**config.mk**
```make
export PLATFORM = sky130hd
export DESIGN_NAME = expr_recognizer
export DESIGN_NICKNAME = d
export VERILOG_FILES = /design/src/rtl/expr_pkg.sv /design/src/rtl/char_classify.sv /design/src/rtl/expr_recognizer.sv
export SDC_FILE = /design/constraint.sdc
export NUM_CORES = 1
export LEC_CHECK = 0
export ABC_AREA = 0
export CAP_MARGIN = 5
export CORE_ASPECT_RATIO = 1.2
export CORE_MARGIN = 2
export CORE_UTILIZATION = 54
export DETAILED_ROUTE_END_ITERATION = 8
export PLACE_DENSITY_LB_ADDON = 0.08
export SYNTH_ARGS = -nofsm -noshare
export SYNTH_HDL_FRONTEND = slang
export SYNTH_SLANG_ARGS = --single-unit
```
**constraint.sdc**
```tcl
create_clock -name clk -period 6.74 [get_ports clk]
set_input_delay 0.674 -clock clk [delete_from_list [all_inputs] [get_ports clk]]
set_output_delay 0.674 -clock clk [all_outputs]
set_load 0.1 [all_outputs]
```
**src/rtl/expr_pkg.sv**
```systemverilog
// Shared types and constants for the arithmetic-expression stream recogniser.
// Holds the recogniser state enum, the character-class enum and the ASCII
// codes that the classifier decodes.
package expr_pkg;

    // Recogniser states
    typedef enum logic [1:0] {
        S_OPND = 2'd0,  // expecting an operand start
        S_NUM  = 2'd1,  // inside a number
        S_RP   = 2'd2,  // just closed a parenthesis
        S_ERR  = 2'd3   // absorbing error
    } state_e;

    // Character classes
    typedef enum logic [2:0] {
        CC_DIGIT = 3'd0,
        CC_OP    = 3'd1,
        CC_LP    = 3'd2,
        CC_RP    = 3'd3,
        CC_OTHER = 3'd4
    } cclass_e;

    // ASCII codes
    localparam logic [7:0] CH_0     = 8'h30;
    localparam logic [7:0] CH_9     = 8'h39;
    localparam logic [7:0] CH_PLUS  = 8'h2B;
    localparam logic [7:0] CH_MINUS = 8'h2D;
    localparam logic [7:0] CH_MUL   = 8'h2A;
    localparam logic [7:0] CH_DIV   = 8'h2F;
    localparam logic [7:0] CH_LP    = 8'h28;
    localparam logic [7:0] CH_RP    = 8'h29;

endpackage

```
**src/rtl/char_classify.sv**
```systemverilog
// Combinational ASCII character classifier.
// Ports:
//   ch_i  [7:0] - ASCII character
//   cls_o       - character class (digit, operator, '(', ')', other)
module char_classify
    import expr_pkg::*;
(
    input  logic [7:0] ch_i,
    output cclass_e    cls_o
);

    // Digits are a contiguous range; the rest are single codes
    always_comb begin
        cls_o = CC_OTHER;
        if (ch_i >= CH_0 && ch_i <= CH_9) begin
            cls_o = CC_DIGIT;
        end else begin
            case (ch_i)
                CH_PLUS, CH_MINUS, CH_MUL, CH_DIV: cls_o = CC_OP;
                CH_LP:                             cls_o = CC_LP;
                CH_RP:                             cls_o = CC_RP;
                default:                           cls_o = CC_OTHER;
            endcase
        end
    end

endmodule

```
**src/rtl/expr_recognizer.sv**
```systemverilog
// Streaming recogniser for arithmetic expressions with multi-digit operands,
// + - * / operators and nested parentheses. One character per in_valid edge.
// Ports:
//   clk       - clock, rising edge
//   clr       - asynchronous active-high clear
//   in [7:0]  - ASCII character
//   in_valid  - character on in is consumed at this edge
//   out       - string so far is a complete, valid expression (registered)
//   err       - sticky error (registered)
//   depth     - open-parenthesis count (registered, frozen on error)
module expr_recognizer
    import expr_pkg::*;
#(
    parameter int unsigned MAX_DIGITS = 4,
    parameter int unsigned MAX_DEPTH  = 7,
    parameter int unsigned DEPTH_W    = $clog2(MAX_DEPTH + 1)
) (
    input  logic               clk,
    input  logic               clr,
    input  logic [7:0]         in,
    input  logic               in_valid,
    output logic               out,
    output logic               err,
    output logic [DEPTH_W-1:0] depth
);

    localparam int unsigned CNT_W = $clog2(MAX_DIGITS + 1);
    localparam logic [CNT_W-1:0]   CNT_MAX   = CNT_W'(MAX_DIGITS);
    localparam logic [DEPTH_W-1:0] DEPTH_MAX = DEPTH_W'(MAX_DEPTH);

    state_e             state_q, state_d;
    logic [CNT_W-1:0]   cnt_q, cnt_d;
    logic [DEPTH_W-1:0] depth_q, depth_d;
    logic               out_q, out_d;
    logic               err_q, err_d;
    cclass_e            cls;

    char_classify u_classify (
        .ch_i  (in),
        .cls_o (cls)
    );

    // State register
    always_ff @(posedge clk or posedge clr) begin
        if (clr) begin
            state_q <= S_OPND;
        end else begin
            state_q <= state_d;
        end
    end

    // Next state, digit count and depth; everything holds without in_valid
    always_comb begin
        state_d = state_q;
        cnt_d   = cnt_q;
        depth_d = depth_q;
        if (in_valid) begin
            case (state_q)
                S_OPND: begin
                    if (cls == CC_DIGIT) begin
                        state_d = S_NUM;
                        cnt_d   = CNT_W'(1);
                    end else if (cls == CC_LP && depth_q < DEPTH_MAX) begin
                        depth_d = depth_q + DEPTH_W'(1);
                    end else begin
                        state_d = S_ERR;
                    end
                end
                S_NUM: begin
                    if (cls == CC_DIGIT && cnt_q < CNT_MAX) begin
                        cnt_d = cnt_q + CNT_W'(1);
                    end else if (cls == CC_OP) begin
                        state_d = S_OPND;
                        cnt_d   = '0;
                    end else if (cls == CC_RP && depth_q != '0) begin
                        state_d = S_RP;
                        cnt_d   = '0;
                        depth_d = depth_q - DEPTH_W'(1);
                    end else begin
                        state_d = S_ERR;
                    end
                end
                S_RP: begin
                    if (cls == CC_OP) begin
                        state_d = S_OPND;
                    end else if (cls == CC_RP && depth_q != '0) begin
                        depth_d = depth_q - DEPTH_W'(1);
                    end else begin
                        state_d = S_ERR;
                    end
                end
                S_ERR: begin
                    state_d = S_ERR;
                end
                default: begin
                    state_d = S_ERR;
                end
            endcase
        end
    end

    // Output decode from the next state so the flops carry the result of
    // the character accepted at this edge
    always_comb begin
        out_d = 1'b0;
        err_d = (state_d == S_ERR);
        if ((state_d == S_NUM || state_d == S_RP) && depth_d == '0) begin
            out_d = 1'b1;
        end
    end

    // Counter and output registers
    always_ff @(posedge clk or posedge clr) begin
        if (clr) begin
            cnt_q   <= '0;
            depth_q <= '0;
            out_q   <= 1'b0;
            err_q   <= 1'b0;
        end else begin
            cnt_q   <= cnt_d;
            depth_q <= depth_d;
            out_q   <= out_d;
            err_q   <= err_d;
        end
    end

    assign out   = out_q;
    assign err   = err_q;
    assign depth = depth_q;

endmodule

```
==> out/results.txt <==
die area = 1916 sq um
Avg Inst Size Synth = 8.533 sq um
crit-path cells = clkdlybuf4s50_1 > or3b_2 > a21oi_1 > or2_2 > o21ai_0 > a221oi_1 > ha_1 > or3b_4 > nor4b_4
reg2reg start = depth[0]$_DFF_PP0_
Worst-Margin Slew = 0.9659 ns
P_leak = 0.4284 nW
reg2reg path depth = 10
deepest clock path buffer count = 2
FMAX = 323.9 MHz
Buf/Inv on CP = 1
Post-synth top cells = dfrtp_1 (10), nand2_1 (10), inv_1 (9), nand3_1 (9), nor2_1 (6)
final setup violation count = 0
EDFF count, synth = 0
Cell Rows = 15
CP Class = primary input to flip-flop
antenna viol nets, final = 0
RR Endpoint = out$_DFF_PP0_
CTS tree = yes
switching share of power = 21.55%
Max IR drop VDD = 0.1337 mV
1st-iter DRT viols = 16
Initial Utilization = 58.29%
sequential fraction of the synthesis area = 29.33%
drt via density = 5.925
drt drc = 0
Slew HR = 35.40%
Max Clock Skew = 0.001383 ns
RSZ-0062 raised after global routing = no
first-pass GRT wire length = 3.091 mm
Post-CTS Setup Bufs = 0
antenna violations before repair = 0
Avg WL per Cell = 14.01 microns
total congestion overflow = 0
final wirelength = 1.878 mm
Worst-path clk slew = 0.06 ns
max-cap check violation count = 0
Tcrit/Tclk final = 45.80%
vias in the first global route = 738
GP Congestion = 0.8220
clock network fraction of total power = 40.9%
CP Data Required Time = 6.91 ns
dpl hpwl = 1.480 mm
Final Max Tran Viols = 0
fin worst setup slack = 3.653 ns
Syn-to-layout area delta = 23.31%
Comb pwr share = 12.4%
Placed Cells = 130
Switching Power = 0.02771 mW
internal power = 0.1009 mW
post-synth top area cell = dfrtp_1
library cells used by synthesis = 38
layout cells sized above 1 = 11.11%
Mapped Cells = 100
Slowest-stage cell, CP = clkdlybuf4s50_1
Reg2Reg Setup Slack = 3.87 ns
Sum Neg Setup Slack = 0 ns
Synth Area in Adders = 7.331%
Worst Hold Endpoint = cnt_q[0]$_DFFE_PP0P_
Synth area leaders = dfrtp_1 (29%), ha_1 (7.3%), nand3_1 (5.3%)
total power draw = 0.1286 mW
largest net degree at the start of global routing = 11
mux cell area share after synthesis = 3.519%
fin area = 1052 sq um
largest family of logic cells by synthesized area = simple AND/OR/NAND/NOR gates
compound-gate portion of the synthesized area = 17.45%
CTS Root Cell = clkbuf_4
CP delay by family, top = simple AND/OR/NAND/NOR gates
Detailed Routing Iterations Pass 1 = 4
Final #Nets = 134
Finished Layout Cells = 134
GRT Total Usage = 24.19%
Syn. warnings = 0
Post-Route Utilization = 71.88%
IO buf count = 15
hold_buf cts = 0
CTS buffer count = 3
Worst Setup Start Kind = primary input
Sink Count = 10
total number of H-tree levels = 1
worst endpoint data arrival time = 3.26 ns
worst skew pair latency = 0.26 ns
Synth top area share = 29.33%
pwr/cell area = 122.2 nW/um^2
die span in y = 47.55 microns
antenna cells = 0
HP Start = cnt_q[0]$_DFFE_PP0P_
status = complete, no violations
flops & latches, synth = 10
Core Box Area = 1464 sq um
fin crit period = 3.087 ns
die span in x = 40.29 microns
synthesized-area fraction occupied by and/or/nand/nor cells = 36.36%
Hold Crit Class = flip-flop to flip-flop
worst hold stages = 1
Area after DPL = 1016 sq um
vias post-DR = 794
Synth async-reset ratio = 100.0%
Hold Fails Final Rpt = 0
critical path endpoint category = flip-flop
syn_nets = 116
Synth Area in XOR/XNOR = 1.026%
part of the power in registers = 46.8%
cts repair resizes = 0
Mapped Area = 853.3 sq um
Max Fanout on Critical Path = 6
prevailing post-synth register cell = dfrtp_1
Ports = 16
worst slack at placement = 3.404 ns
worst hold slack = 0.4937 ns
Worst path max stage delay = 0.49 ns
worst register-to-register path, delay by kind of cell (launching register included):
| family | cells | cell delay [ns] |
|---|---|---|
| buffers and inverters | 1 | 0.12 |
| DFF | 1 | 0.46 |
| and+or+nand+nor | 4 | 1.22 |
| AOI/OAI and AO/OA | 3 | 0.63 |
| adders and majority gates | 2 | 0.36 |
cells in the final DEF, fill, tap and decap left out, drive strengths merged:
| cell | synthesis | final |
|---|---|---|
| and2b | 1 | 1 |
| o2bb2ai | 2 | 2 |
| inv | 9 | 9 |
| a21o | 1 | 1 |
| nand3 | 9 | 9 |
| nand4bb | 1 | 1 |
| a221oi | 1 | 1 |
| clkdlybuf4s50 | 0 | 15 |
| or3b | 2 | 2 |
| o31ai | 1 | 1 |
| nor2b | 3 | 3 |
| and2 | 1 | 1 |
| or3 | 2 | 2 |
| a31oi | 2 | 2 |
| or4 | 1 | 1 |
| nand2 | 10 | 10 |
| mux2i | 3 | 3 |
| dfrtp | 10 | 10 |
| clkbuf | 1 | 4 |
| nand4 | 3 | 3 |
| xnor2 | 1 | 1 |
| o211ai | 2 | 2 |
| nor3b | 2 | 2 |
| a2111oi | 1 | 1 |
| a21oi | 5 | 5 |
| o21a | 1 | 1 |
| or2 | 1 | 1 |
| nand2b | 3 | 3 |
| nor3 | 2 | 2 |
| ha | 5 | 5 |
| o221ai | 1 | 1 |
| nor4b | 2 | 2 |
| a211o | 1 | 1 |
| o21ai | 3 | 3 |
| nor2 | 6 | 6 |
flip-flops by register name, indices dropped and copies added (netlist names):
| register | flops |
|---|---|
| cnt_q | 3 |
| depth | 3 |
| err | 1 |
| out | 1 |
| state_q | 2 |
power groups by stage:
stage	clock network, mW	logic (mW)	registers (mW)
CTS	0.0546	0.0159	0.0601
global route	0.0585	0.0175	0.0601
floorplan	0	0.00647	0.0616
global placement	0	0.0155	0.0613
finish	0.0526	0.0159	0.0601
detailed placement	0	0.0159	0.0613
how the worst max path moves through the flow:
stage | startpoint | end | slack [ns] | cells after the start
floorplan | depth[0]$_DFF_PP0_ | out$_DFF_PP0_ | 3.62 | 10
global placement | in[2] | out$_DFF_PP0_ | 3.52 | 9
detailed placement | in[2] | out$_DFF_PP0_ | 3.40 | 9
CTS | in[2] | out$_DFF_PP0_ | 3.68 | 9
global route | in[2] | out$_DFF_PP0_ | 3.55 | 9
finish | in[2] | out$_DFF_PP0_ | 3.65 | 9
kinds of logic (layout without fill, tap and decap cells):
kind of cell,Yosys count,in the layout
AO/OA/AOI/OAI,21,21
XOR/XNOR,1,1
adder cells (fa/ha/maj),5,5
buffers and inverters,11,28
flip-flops,10,10
multiplexers,3,3
AND/OR/NAND/NOR,49,49
layer usage:
metal | track usage [%] | vias to the layer above | part of all wire [%] | wire, microns
met4 | 4.000 | 0 | 0.32 | 6
li1 | - | 399 | - | -
met3 | 8.372 | 2 | 5.8 | 108
met5 | 0 | - | 0 | 0
met2 | 43.55 | 22 | 52 | 981
met1 | 27.70 | 371 | 42 | 783
area by class of cell:
cell class                      instances  area [sq um]
Clock buffer                            4         36.28
Fill cell                             111         411.6
Inverter                                9         33.78
Multi-Input combinational cell         79         560.5
Sequential cell                        10         250.2
Tap cell                               17         21.27
Timing Repair Buffer                   15         150.1
No activity file was read; power rests on OpenSTA's default activity.
